`src/rtl/wb_pkg.sv`:
```
// Shared types and constants for the RV32I writeback stage: FSM states,
// load funct3 encodings and the default datapath width.
package wb_pkg;

    localparam int XLEN_DEF = 32;

    typedef enum logic [1:0] {
        IDLE     = 2'd0,
        WAIT_MEM = 2'd1,
        WRITE    = 2'd2
    } wb_state_e;

    localparam logic [2:0] F3_LB  = 3'b000;
    localparam logic [2:0] F3_LH  = 3'b001;
    localparam logic [2:0] F3_LW  = 3'b010;
    localparam logic [2:0] F3_LBU = 3'b100;
    localparam logic [2:0] F3_LHU = 3'b101;

endpackage

```
`src/rtl/wb_if.sv`:
```
// Bundle of execute handshake, load-response, register-file write and hazard
// signals around the writeback stage; slave is the stage, master its neighbours.
interface wb_if #(
    parameter int XLEN = wb_pkg::XLEN_DEF
);
    logic            ex_valid;
    logic            ex_ready;
    logic [4:0]      ex_rd;
    logic [XLEN-1:0] ex_result;
    logic            ex_is_load;
    logic [2:0]      ex_funct3;
    logic [1:0]      ex_addr_lo;
    logic            mem_rvalid;
    logic [XLEN-1:0] mem_rdata;
    logic            rf_we;
    logic [4:0]      rf_waddr;
    logic [XLEN-1:0] rf_wdata;
    logic            pending;
    logic [4:0]      pending_rd;
    logic            err;

    modport slave (
        input  ex_valid, ex_rd, ex_result, ex_is_load, ex_funct3, ex_addr_lo,
        input  mem_rvalid, mem_rdata,
        output ex_ready, rf_we, rf_waddr, rf_wdata, pending, pending_rd, err
    );

    modport master (
        output ex_valid, ex_rd, ex_result, ex_is_load, ex_funct3, ex_addr_lo,
        output mem_rvalid, mem_rdata,
        input  ex_ready, rf_we, rf_waddr, rf_wdata, pending, pending_rd, err
    );
endinterface

```
`src/rtl/load_align.sv`:
```
// Combinational load formatter: selects the byte/half lane of a raw memory
// word and sign- or zero-extends it according to the load funct3.
module load_align
    import wb_pkg::*;
#(
    parameter int XLEN = XLEN_DEF
) (
    input  logic [XLEN-1:0] rdata_i,
    input  logic [2:0]      funct3_i,
    input  logic [1:0]      addr_lo_i,
    output logic [XLEN-1:0] data_o
);

    logic [7:0]  byte_s;
    logic [15:0] half_s;

    // Lane selection; a misaligned halfword only looks at addr_lo[1]
    always_comb begin
        byte_s = rdata_i[7:0];
        case (addr_lo_i)
            2'd0:    byte_s = rdata_i[7:0];
            2'd1:    byte_s = rdata_i[15:8];
            2'd2:    byte_s = rdata_i[23:16];
            2'd3:    byte_s = rdata_i[31:24];
            default: byte_s = rdata_i[7:0];
        endcase
        if (addr_lo_i[1]) begin
            half_s = rdata_i[31:16];
        end else begin
            half_s = rdata_i[15:0];
        end
    end

    // Extension; reserved encodings fall through to a full-word load
    always_comb begin
        data_o = rdata_i;
        case (funct3_i)
            F3_LB:   data_o = {{(XLEN-8){byte_s[7]}}, byte_s};
            F3_LH:   data_o = {{(XLEN-16){half_s[15]}}, half_s};
            F3_LBU:  data_o = {{(XLEN-8){1'b0}}, byte_s};
            F3_LHU:  data_o = {{(XLEN-16){1'b0}}, half_s};
            F3_LW:   data_o = rdata_i;
            default: data_o = rdata_i;
        endcase
    end

endmodule

```
`src/rtl/writeback_stage.sv`:
```
// RV32I writeback stage: retires one instruction per transfer into the register
// file, waiting for load data when needed. WB_TIMEOUT_EN adds a load watchdog.
module writeback_stage
    import wb_pkg::*;
#(
    parameter int XLEN           = XLEN_DEF,
    parameter int TIMEOUT_CYCLES = 255
) (
    input logic clk,
    input logic resetn,
    wb_if.slave bus
);

    wb_state_e       state_q, state_d;
    logic            rf_we_q, rf_we_d;
    logic [4:0]      rf_waddr_q, rf_waddr_d;
    logic [XLEN-1:0] rf_wdata_q, rf_wdata_d;
    logic [4:0]      rd_q, rd_d;
    logic [2:0]      f3_q, f3_d;
    logic [1:0]      lo_q, lo_d;
    logic            err_q, err_d;
    logic            xfer_s;
    logic [XLEN-1:0] aligned_s;

`ifdef WB_TIMEOUT_EN
    localparam int CW = ($clog2(TIMEOUT_CYCLES + 1) > 8) ? $clog2(TIMEOUT_CYCLES + 1) : 8;
    localparam logic [CW-1:0] CNT_LAST = CW'(TIMEOUT_CYCLES - 1);
    logic [CW-1:0] cnt_q, cnt_d;
`else
    logic unused_timeout_s;
    assign unused_timeout_s = (TIMEOUT_CYCLES == 0);
`endif

    assign xfer_s         = bus.ex_valid && (state_q != WAIT_MEM);
    assign bus.ex_ready   = (state_q != WAIT_MEM);
    assign bus.pending    = (state_q != IDLE);
    assign bus.pending_rd = rd_q;
    assign bus.rf_we      = rf_we_q;
    assign bus.rf_waddr   = rf_waddr_q;
    assign bus.rf_wdata   = rf_wdata_q;
    assign bus.err        = err_q;

    load_align #(.XLEN(XLEN)) u_align (
        .rdata_i   (bus.mem_rdata),
        .funct3_i  (f3_q),
        .addr_lo_i (lo_q),
        .data_o    (aligned_s)
    );

    // Next-state and write-port decode
    always_comb begin
        state_d    = state_q;
        rf_we_d    = 1'b0;
        rf_waddr_d = rf_waddr_q;
        rf_wdata_d = rf_wdata_q;
        rd_d       = rd_q;
        f3_d       = f3_q;
        lo_d       = lo_q;
        err_d      = err_q;
`ifdef WB_TIMEOUT_EN
        cnt_d      = cnt_q;
`endif
        case (state_q)
            IDLE, WRITE: begin
                if (xfer_s) begin
                    rd_d = bus.ex_rd;
                    if (bus.ex_is_load) begin
                        f3_d    = bus.ex_funct3;
                        lo_d    = bus.ex_addr_lo;
                        state_d = WAIT_MEM;
`ifdef WB_TIMEOUT_EN
                        cnt_d   = {CW{1'b0}};
`endif
                    end else begin
                        rf_waddr_d = bus.ex_rd;
                        rf_wdata_d = bus.ex_result;
                        rf_we_d    = (bus.ex_rd != 5'd0);
                        state_d    = WRITE;
                    end
                end else begin
                    state_d = IDLE;
                end
            end
            WAIT_MEM: begin
                // Load data beats a simultaneous watchdog expiry
                if (bus.mem_rvalid) begin
                    rf_waddr_d = rd_q;
                    rf_wdata_d = aligned_s;
                    rf_we_d    = (rd_q != 5'd0);
                    state_d    = WRITE;
`ifdef WB_TIMEOUT_EN
                end else if (cnt_q == CNT_LAST) begin
                    err_d   = 1'b1;
                    state_d = IDLE;
                end else begin
                    cnt_d   = cnt_q + {{(CW-1){1'b0}}, 1'b1};
                end
`else
                end else begin
                    state_d = WAIT_MEM;
                end
`endif
            end
            default: begin
                state_d = IDLE;
            end
        endcase
    end

    // State and output registers
    always_ff @(posedge clk) begin
        if (!resetn) begin
            state_q    <= IDLE;
            rf_we_q    <= 1'b0;
            rf_waddr_q <= 5'd0;
            rf_wdata_q <= {XLEN{1'b0}};
            rd_q       <= 5'd0;
            f3_q       <= 3'd0;
            lo_q       <= 2'd0;
            err_q      <= 1'b0;
        end else begin
            state_q    <= state_d;
            rf_we_q    <= rf_we_d;
            rf_waddr_q <= rf_waddr_d;
            rf_wdata_q <= rf_wdata_d;
            rd_q       <= rd_d;
            f3_q       <= f3_d;
            lo_q       <= lo_d;
            err_q      <= err_d;
        end
    end

`ifdef WB_TIMEOUT_EN
    // Load watchdog counter
    always_ff @(posedge clk) begin
        if (!resetn) begin
            cnt_q <= {CW{1'b0}};
        end else begin
            cnt_q <= cnt_d;
        end
    end
`endif

endmodule

```
`src/flat_wrapper.sv`:
```
// flat-port wrapper written by rule: the top's interface ports become plain ports
module writeback_stage_flat import wb_pkg::*;
#(
    parameter int XLEN           = XLEN_DEF,
    parameter int TIMEOUT_CYCLES = 255
)
  (clk, resetn, bus_ex_valid, bus_ex_rd, bus_ex_result, bus_ex_is_load, bus_ex_funct3, bus_ex_addr_lo, bus_mem_rvalid, bus_mem_rdata, bus_ex_ready, bus_rf_we, bus_rf_waddr, bus_rf_wdata, bus_pending, bus_pending_rd, bus_err);
  wb_if #(.XLEN(XLEN)) bus_i ();
  input logic clk;
  input logic resetn;
  input wire logic [$bits(bus_i.ex_valid)-1:0] bus_ex_valid;
  input wire logic [$bits(bus_i.ex_rd)-1:0] bus_ex_rd;
  input wire logic [$bits(bus_i.ex_result)-1:0] bus_ex_result;
  input wire logic [$bits(bus_i.ex_is_load)-1:0] bus_ex_is_load;
  input wire logic [$bits(bus_i.ex_funct3)-1:0] bus_ex_funct3;
  input wire logic [$bits(bus_i.ex_addr_lo)-1:0] bus_ex_addr_lo;
  input wire logic [$bits(bus_i.mem_rvalid)-1:0] bus_mem_rvalid;
  input wire logic [$bits(bus_i.mem_rdata)-1:0] bus_mem_rdata;
  output wire logic [$bits(bus_i.ex_ready)-1:0] bus_ex_ready;
  output wire logic [$bits(bus_i.rf_we)-1:0] bus_rf_we;
  output wire logic [$bits(bus_i.rf_waddr)-1:0] bus_rf_waddr;
  output wire logic [$bits(bus_i.rf_wdata)-1:0] bus_rf_wdata;
  output wire logic [$bits(bus_i.pending)-1:0] bus_pending;
  output wire logic [$bits(bus_i.pending_rd)-1:0] bus_pending_rd;
  output wire logic [$bits(bus_i.err)-1:0] bus_err;
  assign bus_i.ex_valid = bus_ex_valid;
  assign bus_i.ex_rd = bus_ex_rd;
  assign bus_i.ex_result = bus_ex_result;
  assign bus_i.ex_is_load = bus_ex_is_load;
  assign bus_i.ex_funct3 = bus_ex_funct3;
  assign bus_i.ex_addr_lo = bus_ex_addr_lo;
  assign bus_i.mem_rvalid = bus_mem_rvalid;
  assign bus_i.mem_rdata = bus_mem_rdata;
  assign bus_ex_ready = bus_i.ex_ready;
  assign bus_rf_we = bus_i.rf_we;
  assign bus_rf_waddr = bus_i.rf_waddr;
  assign bus_rf_wdata = bus_i.rf_wdata;
  assign bus_pending = bus_i.pending;
  assign bus_pending_rd = bus_i.pending_rd;
  assign bus_err = bus_i.err;
  writeback_stage #(.XLEN(XLEN), .TIMEOUT_CYCLES(TIMEOUT_CYCLES)) u_core (.clk(clk), .resetn(resetn), .bus(bus_i));
endmodule
```
`config.mk`:
```
export PLATFORM = sky130hd
export DESIGN_NAME = writeback_stage_flat
export DESIGN_NICKNAME = d
export VERILOG_FILES = /design/src/rtl/wb_pkg.sv /design/src/rtl/wb_if.sv /design/src/rtl/load_align.sv /design/src/rtl/writeback_stage.sv /design/src/flat_wrapper.sv
export SDC_FILE = /design/constraint.sdc
export NUM_CORES = 1
export LEC_CHECK = 0
export ABC_AREA = 0
export CORE_MARGIN = 2
export CORE_UTILIZATION = 63
export CTS_CLUSTER_DIAMETER = 50
export DETAILED_ROUTE_END_ITERATION = 12
export DONT_BUFFER_PORTS = 1
export HOLD_SLACK_MARGIN = 0.02
export PLACE_DENSITY = 0.78
export RECOVER_POWER = 25
export SLEW_MARGIN = 25
export SYNTH_ARGS = -nofsm -noshare
export SYNTH_HDL_FRONTEND = slang
export SYNTH_SLANG_ARGS = --single-unit
```
`constraint.sdc`:
```
create_clock -name clk -period 2.19 [get_ports clk]
set_input_delay 0.219 -clock clk [delete_from_list [all_inputs] [get_ports clk]]
set_output_delay 0.219 -clock clk [all_outputs]
set_load 0.005 [all_outputs]
```
==> results of run 1 <==
## worst register-to-register path, delay by kind of cell, from the launching register on
family | cells | cell delay (ps)
AO/OA/AOI/OAI | 2 | 490
buffers and inverters | 1 | 220
flip-flops | 1 | 430
multiplexers | 2 | 680
## cells in the mapped netlist (2+ instances only)
cell      number
a21boi_0       5
a31o_2         2
nor3b_1        2
clkbuf_1      17
nand2_1       34
mux2i_1        5
a221oi_1       6
a211o_1        7
mux2_4         2
buf_4          3
a21oi_1        6
o211ai_1       9
and2b_1        7
a311oi_1       6
buf_1          2
nor2b_1        8
a221oi_2      10
or4_1          2
nand2b_1       5
dfxtp_1       50
a31oi_1       14
nor2_1        19
nand3_1       28
and3b_1        6
inv_1         10
o211a_1        7
buf_2         12
o21ai_0       25
a31o_1         4
o31ai_1       16
## sequential cells by signal (all words and copies together), names as in the netlist
name / flops
u_core.bus.pending_rd: 5
u_core.bus.rf_we: 1
u_core.f3_q: 3
u_core.state_q: 2
u_core.bus.rf_waddr: 5
u_core.bus.rf_wdata: 32
u_core.lo_q: 2
## area by class of cell
class | instances | area, sq um | share of cell area [%]
multi-input cells | 245 | 1655 | 56.66
flip-flops and latches | 50 | 1001 | 34.26
clock buffers | 5 | 68.82 | 2.355
repair buffers | 9 | 67.56 | 2.313
well taps | 52 | 65.06 | 2.227
inverters | 10 | 37.54 | 1.285
clock inverters | 3 | 26.28 | 0.8994
## per-stage QoR
step	setup WS [ps]	total power, W	cells	cell area, sq um
after floorplan	527.0	0.001315	341	2868
after global placement	390.7	0.001352	366	2826
after detailed placement	321.4	0.001360	366	2826
after CTS	244.3	0.001930	374	2922
after global routing	132.6	0.002012	374	2922
final	247.7	0.001925	374	2922
## power by group
part / leakage [nW] / internal [W] / switching (W) / total [W]
clock: 0.0495 / 0.000238 / 0.000346 / 0.000584
combinational: 0.667 / 0.000125 / 0.000183 / 0.000307
sequential: 0.411 / 0.000977 / 0.0000571 / 0.00103
## worst paths after layout
| check | start | to | slack, ps | cells past startpoint |
|---|---|---|---|---|
| worst max-delay path | u_core.lo_q[1]$_SDFFE_PN0P_ | u_core.bus.rf_wdata[28]$_SDFFE_PN0P_ | 250 | 5 |
| worst min-delay path | resetn | u_core.bus.rf_waddr[1]$_SDFFE_PN0P_ | 30 | 1 |
| worst max register to register | u_core.lo_q[1]$_SDFFE_PN0P_ | u_core.bus.rf_wdata[28]$_SDFFE_PN0P_ | 250 | 5 |
| worst min register to register | u_core.f3_q[2]$_SDFFE_PN0P_ | u_core.f3_q[2]$_SDFFE_PN0P_ | 480 | 2 |
## routing by layer
layer  track usage (%)  routed length [um]  vias to the layer above
met5                 0                   0                        -
met4             11.11                 161                        0
met1             37.31                3060                     1161
li1                  -                   -                     1228
met3             10.83                 791                       15
met2             44.34                3387                      109
## logic make-up (layout without fill, tap and decap cells)
logic type / count (synthesis) / count (layout) / synth area share, %
other: 1 / 1 / 0.1308
AND/OR/NAND/NOR: 113 / 113 / 19.90
multiplexers: 9 / 9 / 3.970
buffers and inverters: 46 / 27 / 7.592
flip-flops: 50 / 50 / 34.90
AO/OA/AOI/OAI: 122 / 122 / 33.51
==> impl_metrics.py, run 1 <==
metrics = {
    "clock_tree": {
        "cts_root_buffer": "clkbuf_8",
        "cts_resized": 0,
        "cts.hold.buffers_added": 0,
        "cts_buffers": 5,
        "cts_sinks": 50,
        "ctsHtreeMaxLevel": 2,
        "clkLatencyLatePin_ps": 320,
        "cts.clk_slew.worst_paths_ps": 100,
        "post-cts-setup-buffer-count": 0,
        "cts_buffer_depth": 2,
        "cts_tree": "built",
    },
    "sta": {
        "finalCritPeriodShare_pct": 88.69,
        "fin_crit_ps": 1942,
        "hold_viol": 0,
        "max-slew-margin-rel_pct": 59.90,
        "hold_slack_ps": 33.32,
        "setup_viol": 0,
        "final_max_slew_viol_count": 0,
        "finClkSkew_ps": 4.866,
        "rsz0062_at_grt": "no",
        "tightest_slew_ps": 600.0,
        "final.setup.tns_ps": 0,
        "max_freq_mhz": 514.9,
    },
    "die": {
        "die_area_sq_mm": 0.005108,
        "start_util_pct": 65.41,
        "die_height_um": 71.47,
        "io_pins": 125,
        "std_cell_rows": 24,
        "core_area_sq_mm": 0.004384,
        "die_w_um": 71.47,
    },
    "final_layout": {
        "final_common_cell": "dfxtp_1",
        "n_fill_cell": 392,
        "diodes": 0,
        "area_growth_pct": 1.876,
        "nNetsFinal": 400,
        "drive_above_1_share_pct": 11.80,
        "utilization_pct": 66.64,
        "final_cell_mix": "50 x dfxtp_1, 34 x nand2_1, 28 x nand3_1, 25 x o21ai_0, 19 x nor2_1",
    },
    "critical_path": {
        "worstPathArrival_ps": 2120,
        "critPathMaxFanout": 16,
        "required_ps": 2370,
        "path_class": "flip-flop to flip-flop",
        "slowest_stage": "dfxtp_1",
        "crit_top_cell": "mux2_4",
        "cp-end-kind": "flip-flop",
        "crit_chain": "buf_4 > mux2_4 > mux2_4 > a221oi_1 > o31ai_1",
        "critical_path_buf_inv_count": 1,
        "critPathMaxStageDelay_ps": 430,
        "start_kind": "flip-flop",
        "crit_family": "multiplexers",
    },
    "synthesis": {
        "netlist_area_sq_mm": 0.002868,
        "synth-edff-count": 0,
        "synth_area_leaders": "dfxtp_1 35%, a221oi_2 5.2%, nand3_1 4.9%",
        "synth_cell_types": 42,
        "synth_top_area_share_pct": 34.90,
        "syn_nets": 420,
        "async_flop_share_pct": 0,
        "synth_top_area_cell": "dfxtp_1",
        "ys_seq_area_share_pct": 34.90,
        "syn_inst": 341,
        "syn_avg_cell_area_sq_um": 8.410,
        "synthFlopType": "dfxtp_1",
        "ys_warn_count": 0,
        "synth-seq-cells": 50,
    },
    "route": {
        "wl_per_cell_um": 19.79,
        "first_pass_iters": 4,
        "via_count": 2513,
        "ant_nets": 0,
        "wirelength_um": 7401,
        "drcViolationCount": 0,
        "viasPerCell": 6.719,
        "drtIter0Drc": 171,
    },
    "run": {
        "cap_violations": 0,
    },
    "power_and_ir_drop": {
        "worst_ir_drop_vdd_uv": 442.0,
        "p_leak_nw": 1.127,
        "power_density_mw_per_mm2": 658.8,
    },
    "global_route": {
        "grt_pass1_vias": 2402,
        "antenna_found_initial": 0,
        "grt_pass1_wl_um": 11840,
        "overflow": 0,
        "grt_use_total_pct": 29.00,
        "grt_start_max_net_pins": 58,
    },
    "placement": {
        "hpwl_um": 5303,
        "gp_congestion": 0.8305,
        "port_buffers": 0,
    },
    "status": {
        "run_status": "finished clean",
    },
    "min_path": {
        "hold_class": "primary input to flip-flop",
    },
}
Power figures use the tool's default switching activity.
==> run 2, diff against run 1 <==
--- a/config.mk
+++ b/config.mk
@@ -15,4 +15,5 @@
 export PLACE_DENSITY = 0.78
 export RECOVER_POWER = 25
+export REMOVE_ABC_BUFFERS = 1
 export SLEW_MARGIN = 25
 export SYNTH_ARGS = -nofsm -noshare
==> constraint.sdc (replaced) <==
create_clock -name clk -period 2.19 [get_ports clk]
set_input_delay 0.219 -clock clk [delete_from_list [all_inputs] [get_ports clk]]
set_output_delay 0.219 -clock clk [all_outputs]
set_load 0.05 [all_outputs]
==> run 2 against run 1 <==
Utilization grew 0.51 points. Critical path depth shrank 1. Largest cell class unchanged. Wire length is essentially flat. Final area grew 0.77%. Sequential share of layout area shrank 0.26 points. Register-to-register slack is essentially flat. Via count grew 0.80%. Die area is the same.
==> impl_metrics.py, run 2 (synthesis results as in run 1) <==
metrics = {
    "route": {
        "wl_per_cell_um": 19.73,
        "wirelength_um": 7399,
        "viasPerCell": 6.755,
        "first_pass_iters": 4,
        "drcViolationCount": 0,
        "via_count": 2533,
        "ant_nets": 0,
        "drtIter0Drc": 184,
    },
    "sta": {
        "rsz0062_at_grt": "no",
        "fin_crit_ps": 1939,
        "setup_viol": 0,
        "finClkSkew_ps": 9.542,
        "tightest_slew_ps": 821.4,
        "setup_ws_ps": 251.0,
        "finalCritPeriodShare_pct": 88.54,
        "hold_viol": 0,
        "final_max_slew_viol_count": 0,
        "max_freq_mhz": 515.7,
        "max-slew-margin-rel_pct": 45.24,
    },
    "die": {
        "die_height_um": 71.47,
        "start_util_pct": 65.41,
        "core_area_sq_mm": 0.004384,
        "std_cell_rows": 24,
        "die_w_um": 71.47,
        "io_pins": 125,
        "die_area_sq_mm": 0.005108,
    },
    "global_route": {
        "overflow": 0,
        "grt_use_total_pct": 28.80,
        "grt_pass1_vias": 2446,
        "antenna_found_initial": 0,
        "grt_pass1_wl_um": 11650,
        "grt_start_max_net_pins": 58,
    },
    "placement": {
        "gp_congestion": 0.8350,
        "dp.cells": 367,
        "dpl_cell_area_sq_mm": 0.002834,
        "hpwl_um": 5452,
        "place_worst_setup_slack_ps": 324.4,
        "port_buffers": 0,
    },
    "power_and_ir_drop": {
        "power_density_mw_per_mm2": 750.1,
        "p_leak_nw": 1.133,
        "worst_ir_drop_vdd_uv": 583.9,
    },
    "critical_path": {
        "critPathMaxFanout": 17,
        "worstPathArrival_ps": 2140,
        "reg2reg_depth": 4,
        "required_ps": 2390,
        "path_class": "flip-flop to flip-flop",
        "cp-end-kind": "flip-flop",
        "start_kind": "flip-flop",
    },
    "final_layout": {
        "diodes": 0,
        "drive_above_1_share_pct": 12.07,
        "n_fill_cell": 371,
        "stdcell_count": 375,
        "final_common_cell": "dfxtp_1",
        "area_growth_pct": 2.661,
        "nNetsFinal": 401,
        "largest_register_ffs": 32,
        "postLayoutCellArea_sq_mm": 0.002944,
        "final_cell_mix": "50 x dfxtp_1, 34 x nand2_1, 28 x nand3_1, 25 x o21ai_0, 19 x nor2_1",
    },
    "clock_tree": {
        "cts.hold.buffers_added": 0,
        "cts_root_buffer": "clkbuf_8",
        "ctsHtreeMaxLevel": 2,
        "cts_resized": 0,
        "cts_sinks": 50,
        "cts_tree": "built",
        "post-cts-setup-buffer-count": 0,
        "cts_buffers": 5,
        "cts.clk_slew.worst_paths_ps": 90,
        "cts_buffer_depth": 2,
        "clkLatencyLatePin_ps": 310,
    },
    "min_path": {
        "hold_class": "primary input to flip-flop",
        "hold-path-cell-count": 1,
    },
    "run": {
        "cap_violations": 0,
    },
    "status": {
        "run_status": "finished clean",
    },
}
==> run 2: cell count changes in the layout (fill, tap and decap cells not counted) <==
cell        delta
inv_1          -1
buf_4          +1
clkinvlp_4     +1
clkbuf_1       +1
inv_6          -3
inv_2          +1
bufinv_16      +1
==> run 2: worst paths after layout <==
path,start,endpoint,slack [ps]
max,u_core.state_q[0]$_SDFF_PN0_,u_core.bus.rf_wdata[20]$_SDFFE_PN0P_,250
min,resetn,u_core.bus.rf_waddr[4]$_SDFFE_PN0P_,40
max reg2reg,u_core.state_q[0]$_SDFF_PN0_,u_core.bus.rf_wdata[20]$_SDFFE_PN0P_,250
min reg2reg,u_core.f3_q[2]$_SDFFE_PN0P_,u_core.f3_q[2]$_SDFFE_PN0P_,470
==> run 2: per-stage QoR <==
step	setup TNS, ps	power, W	hold slack (ps)	utilization [%]
3_5_place_dp	0	0.001576	360.2	64.64
5_1_grt	0	0.002291	24.49	67.15
3_3_place_gp	0	0.001563	355.5	64.64
6_report	0	0.002208	35.85	67.15
4_1_cts	0	0.002213	31.64	67.15
2_1_floorplan	-40060	0.001493	347.2	-
==> run 2: routing by layer <==
metal / GRT usage, % / share of wire (%) / vias up
li1: - / - / 1231
met1: 33.81 / 40 / 1181
met2: 48.05 / 48 / 109
met3: 11.67 / 11 / 12
met4: 9.224 / 1.7 / 0
met5: 0 / 0 / -
==> run 2: critical path: stages (launching register included) <==
cell     delay, ps
dfxtp_1        430
nor2b_2        390
a21o_1         200
nand2_1        360
o31ai_1        440
==> run 2: layout make-up <==
cell class | instances | area (sq um) | share of cell area [%]
Multi-Input combinational cell | 245 | 1655 | 56.23
Sequential cell | 50 | 1001 | 34.00
Timing Repair Buffer | 10 | 75.07 | 2.550
Clock buffer | 6 | 72.57 | 2.465
Tap cell | 52 | 65.06 | 2.210
Clock inverter | 2 | 37.54 | 1.275
Inverter | 10 | 37.54 | 1.275
==> run 2: where the power goes <==
part	internal (W)	switching, W	leakage, nW
Combinational	0.000126	0.000193	0.671
Clock	0.000341	0.000313	0.0514
Sequential	0.000976	0.000261	0.411
==> run 3, diff against run 2 <==
- CTS_CLUSTER_DIAMETER: 50 -> unset
==> results of run 3 <==
Same layout as run 2: the final DEF is identical, and so are final timing and power.
==> patch, RTL diff (config.mk and constraints of run 3) <==
Take the reset off `rf_waddr_q` and load it in a clocked block of its own.
--- a/src/rtl/writeback_stage.sv
+++ b/src/rtl/writeback_stage.sv
@@ -112,7 +112,6 @@
         if (!resetn) begin
             state_q    <= IDLE;
             rf_we_q    <= 1'b0;
-            rf_waddr_q <= 5'd0;
             rf_wdata_q <= {XLEN{1'b0}};
             rd_q       <= 5'd0;
             f3_q       <= 3'd0;
@@ -121,13 +120,16 @@
         end else begin
             state_q    <= state_d;
             rf_we_q    <= rf_we_d;
-            rf_waddr_q <= rf_waddr_d;
             rf_wdata_q <= rf_wdata_d;
             rd_q       <= rd_d;
             f3_q       <= f3_d;
             lo_q       <= lo_d;
             err_q      <= err_d;
         end
+    end
+
+    always_ff @(posedge clk) begin
+        rf_waddr_q <= rf_waddr_d;
     end
 
 `ifdef WB_TIMEOUT_EN
Function: changed (Yosys sat finds a counterexample within 4 cycles, from zero or initial values and one cycle with resetn low).
==> patch against run 3 <==
Sequential cell count did not move. Clock power is 18% lower. Power shrank 3.3%. Final area increased by 5.5%. Sequential share of layout area fell by 0.16 points. Combinational power rose by 12%. Critical path depth did not move. Global-route usage increased by 1.5 points. Area after synthesis grew 5.8%. Wire length grew 11%. Setup slack worse by 0.14 ns. Utilization shrank 0.97 points. Critical path type is now register to output pin.
==> patch: results (changes against run 3) <==
Run status
  • Outcome: finished, final reports clean

Setup path
  • Delay-heaviest family, CP: buffers and inverters
  • Worst R2R Setup Slack: 0.31 ns (+0.06 ns)
  • Reg2reg end: u_core.bus.rf_wdata[16]
  • Slowest CP cell: inv_1
  • CP Data Arrival Time: 1.86 ns (-0.28 ns)
  • Worst path max stage delay: approximately 0.45 ns
  • Crit Path Max Fanout: 18 (+1)
  • Cells on worst reg2reg path: 5 (+1)
  • Reg2reg start: u_core.state_q[0]

Place
  • Final RePlAce weighted congestion: 0.881 (+5.5%)
  • Pre-CTS setup slack: 0.330 ns (+0.00561 ns)
  • Inst Count DP: 390 (+6.3%)
  • Port bufs: 0 (unchanged)
  • Post-DP HPWL: 5.97 mm (+9.6%)
  • Placed Area: 0.00302 mm2 (+6.6%)

STA
  • Period Utilization, post-route: 0.951 (+0.0657)
  • Max-slew headroom: 0.601 (+0.149)
  • Hold WS: 0.0579 ns (+0.0220 ns)
  • Final Skew: 0.00863 ns (-0.000915 ns)
  • Setup total negative slack: 0 ns (unchanged)

Synthesis
  • Synth top area cells: dfxtp_1 (30%), nand2_1 (7.3%), mux2i_1 (5.3%)
  • Register area share after synthesis: 0.346 (-0.00265)
  • Synth unique cells: 49 (+17%)
  • Synth top cells by count: nand2_1 (59), dfxtp_1 (45), a21oi_1 (18)
  • Post-synth EDFFs: 5 (+5)
  • Post-synthesis async set-or-reset flop share: 0 (unchanged)
  • Mean Syn Cell Area: 8.55 um2 (+1.6%)
  • YS warnings: 0 (unchanged)

Global routing
  • Global-route wire length before repair: 12.8 mm (+9.7%)
  • Vias in the first global route: 2557 (+4.5%)
  • Largest net degree at the start of global routing: 37 (-36%)
  • All-Layer GR Usage: 0.303 (+0.0153)
  • Initial antenna violation count: 0 (unchanged)

Min path
  • Worst Hold Endpoint: u_core.bus.pending_rd[4]
  • Path type of the worst min-delay path: input pin to register
  • Hold Crit Start: resetn

CTS
  • Reg clk slew, reported paths: 0.09 ns (about the same)
  • Clk_lat worst skew: around 0.30 ns
  • Htree depth: 2 (unchanged)
  • Worst-case clock buffer depth: 2 (unchanged)
  • Post CTS Setup Buffer Count: 0 (unchanged)
  • Total CTS buffers: 5 (unchanged)
  • Clk root buf: clkbuf_8

Routing
  • 1st-iter DRT viols: 179 (-2.7%)
  • Final WL: 8.24 mm (+11%)
  • DRT Pass-1 Iters: 4 (unchanged)
  • Vias per cell: 6.83 (+1.1%)

Cells and area
  • Non-Filler Instances: 398 (+6.1%)
  • Nets: 422 (+5.2%)
  • Ant diodes: 0 (unchanged)
  • Max reg flops: 32 (unchanged)
  • Layout cell share with drive strength beyond 1: 0.0988 (-0.0219)

Die
  • Rows: 25 (+4.2%)

Power and ir drop
  • Internal Power: 1.37 mW (-5.3%)
  • Pleak: 1.17 nW (+3.0%)
  • Peak VDD IR: 413 uV (-29%)
-- patch: area by class of cell --
class / instances / area [um2]
tap: 54 / 67.6
inverter: 3 / 11.3
fill: 389 / 1590
timing repair buffer: 15 / 113
clock inverter: 3 / 16.3
sequential: 50 / 1050
clock buffer: 5 / 68.8
multi-input combinational: 268 / 1780
-- patch: per-layer routing --
metal | track usage | wire, um | vias to the layer above
li1 | - | - | 1308
met1 | 0.397 | 3390 | 1281
met2 | 0.482 | 3930 | 124
met5 | 0 | 0 | -
met3 | 0.111 | 888 | 4
met4 | 0.0606 | 33 | 0
-- patch: cells by family after synthesis --
group | after synthesis | synth area share
AOI/OAI and AO/OA | 116 | 0.283
buffers and inverters | 37 | 0.0676
DFF | 50 | 0.346
muxes | 16 | 0.0528
other | 1 | 0.00124
and+or+nand+nor | 135 | 0.249
-- patch: worst max path at each step --
stage	slack, ns	from	endpoint
2_1_floorplan	-0.33	u_core.state_q[0]	u_core.bus.rf_wdata[10]
3_3_place_gp	0.46	u_core.lo_q[0]	u_core.bus.rf_wdata[9]
3_5_place_dp	0.33	u_core.state_q[0]	u_core.bus.rf_wdata[16]
4_1_cts	0.11	u_core.state_q[0]	bus_ex_ready
5_1_grt	0.008	u_core.state_q[0]	bus_ex_ready
6_report	0.11	u_core.state_q[0]	bus_ex_ready
-- patch: worst reg2reg max path, cell delays in order, from the launching register on --
cell     delay [ns]
dfxtp_1        0.40
and2b_1        0.22
buf_4          0.20
nand2_1        0.47
o22ai_1        0.17
o32ai_1        0.31
-- patch: power by group through the flow --
stage | combinational [mW] | clock (mW) | sequential, mW
finish | 0.357 | 0.534 | 1.24
detailed placement | 0.355 | 0 | 1.27
global route | 0.391 | 0.579 | 1.25
global placement | 0.345 | 0 | 1.26
CTS | 0.355 | 0.543 | 1.24
floorplan | 0.263 | 0 | 1.26
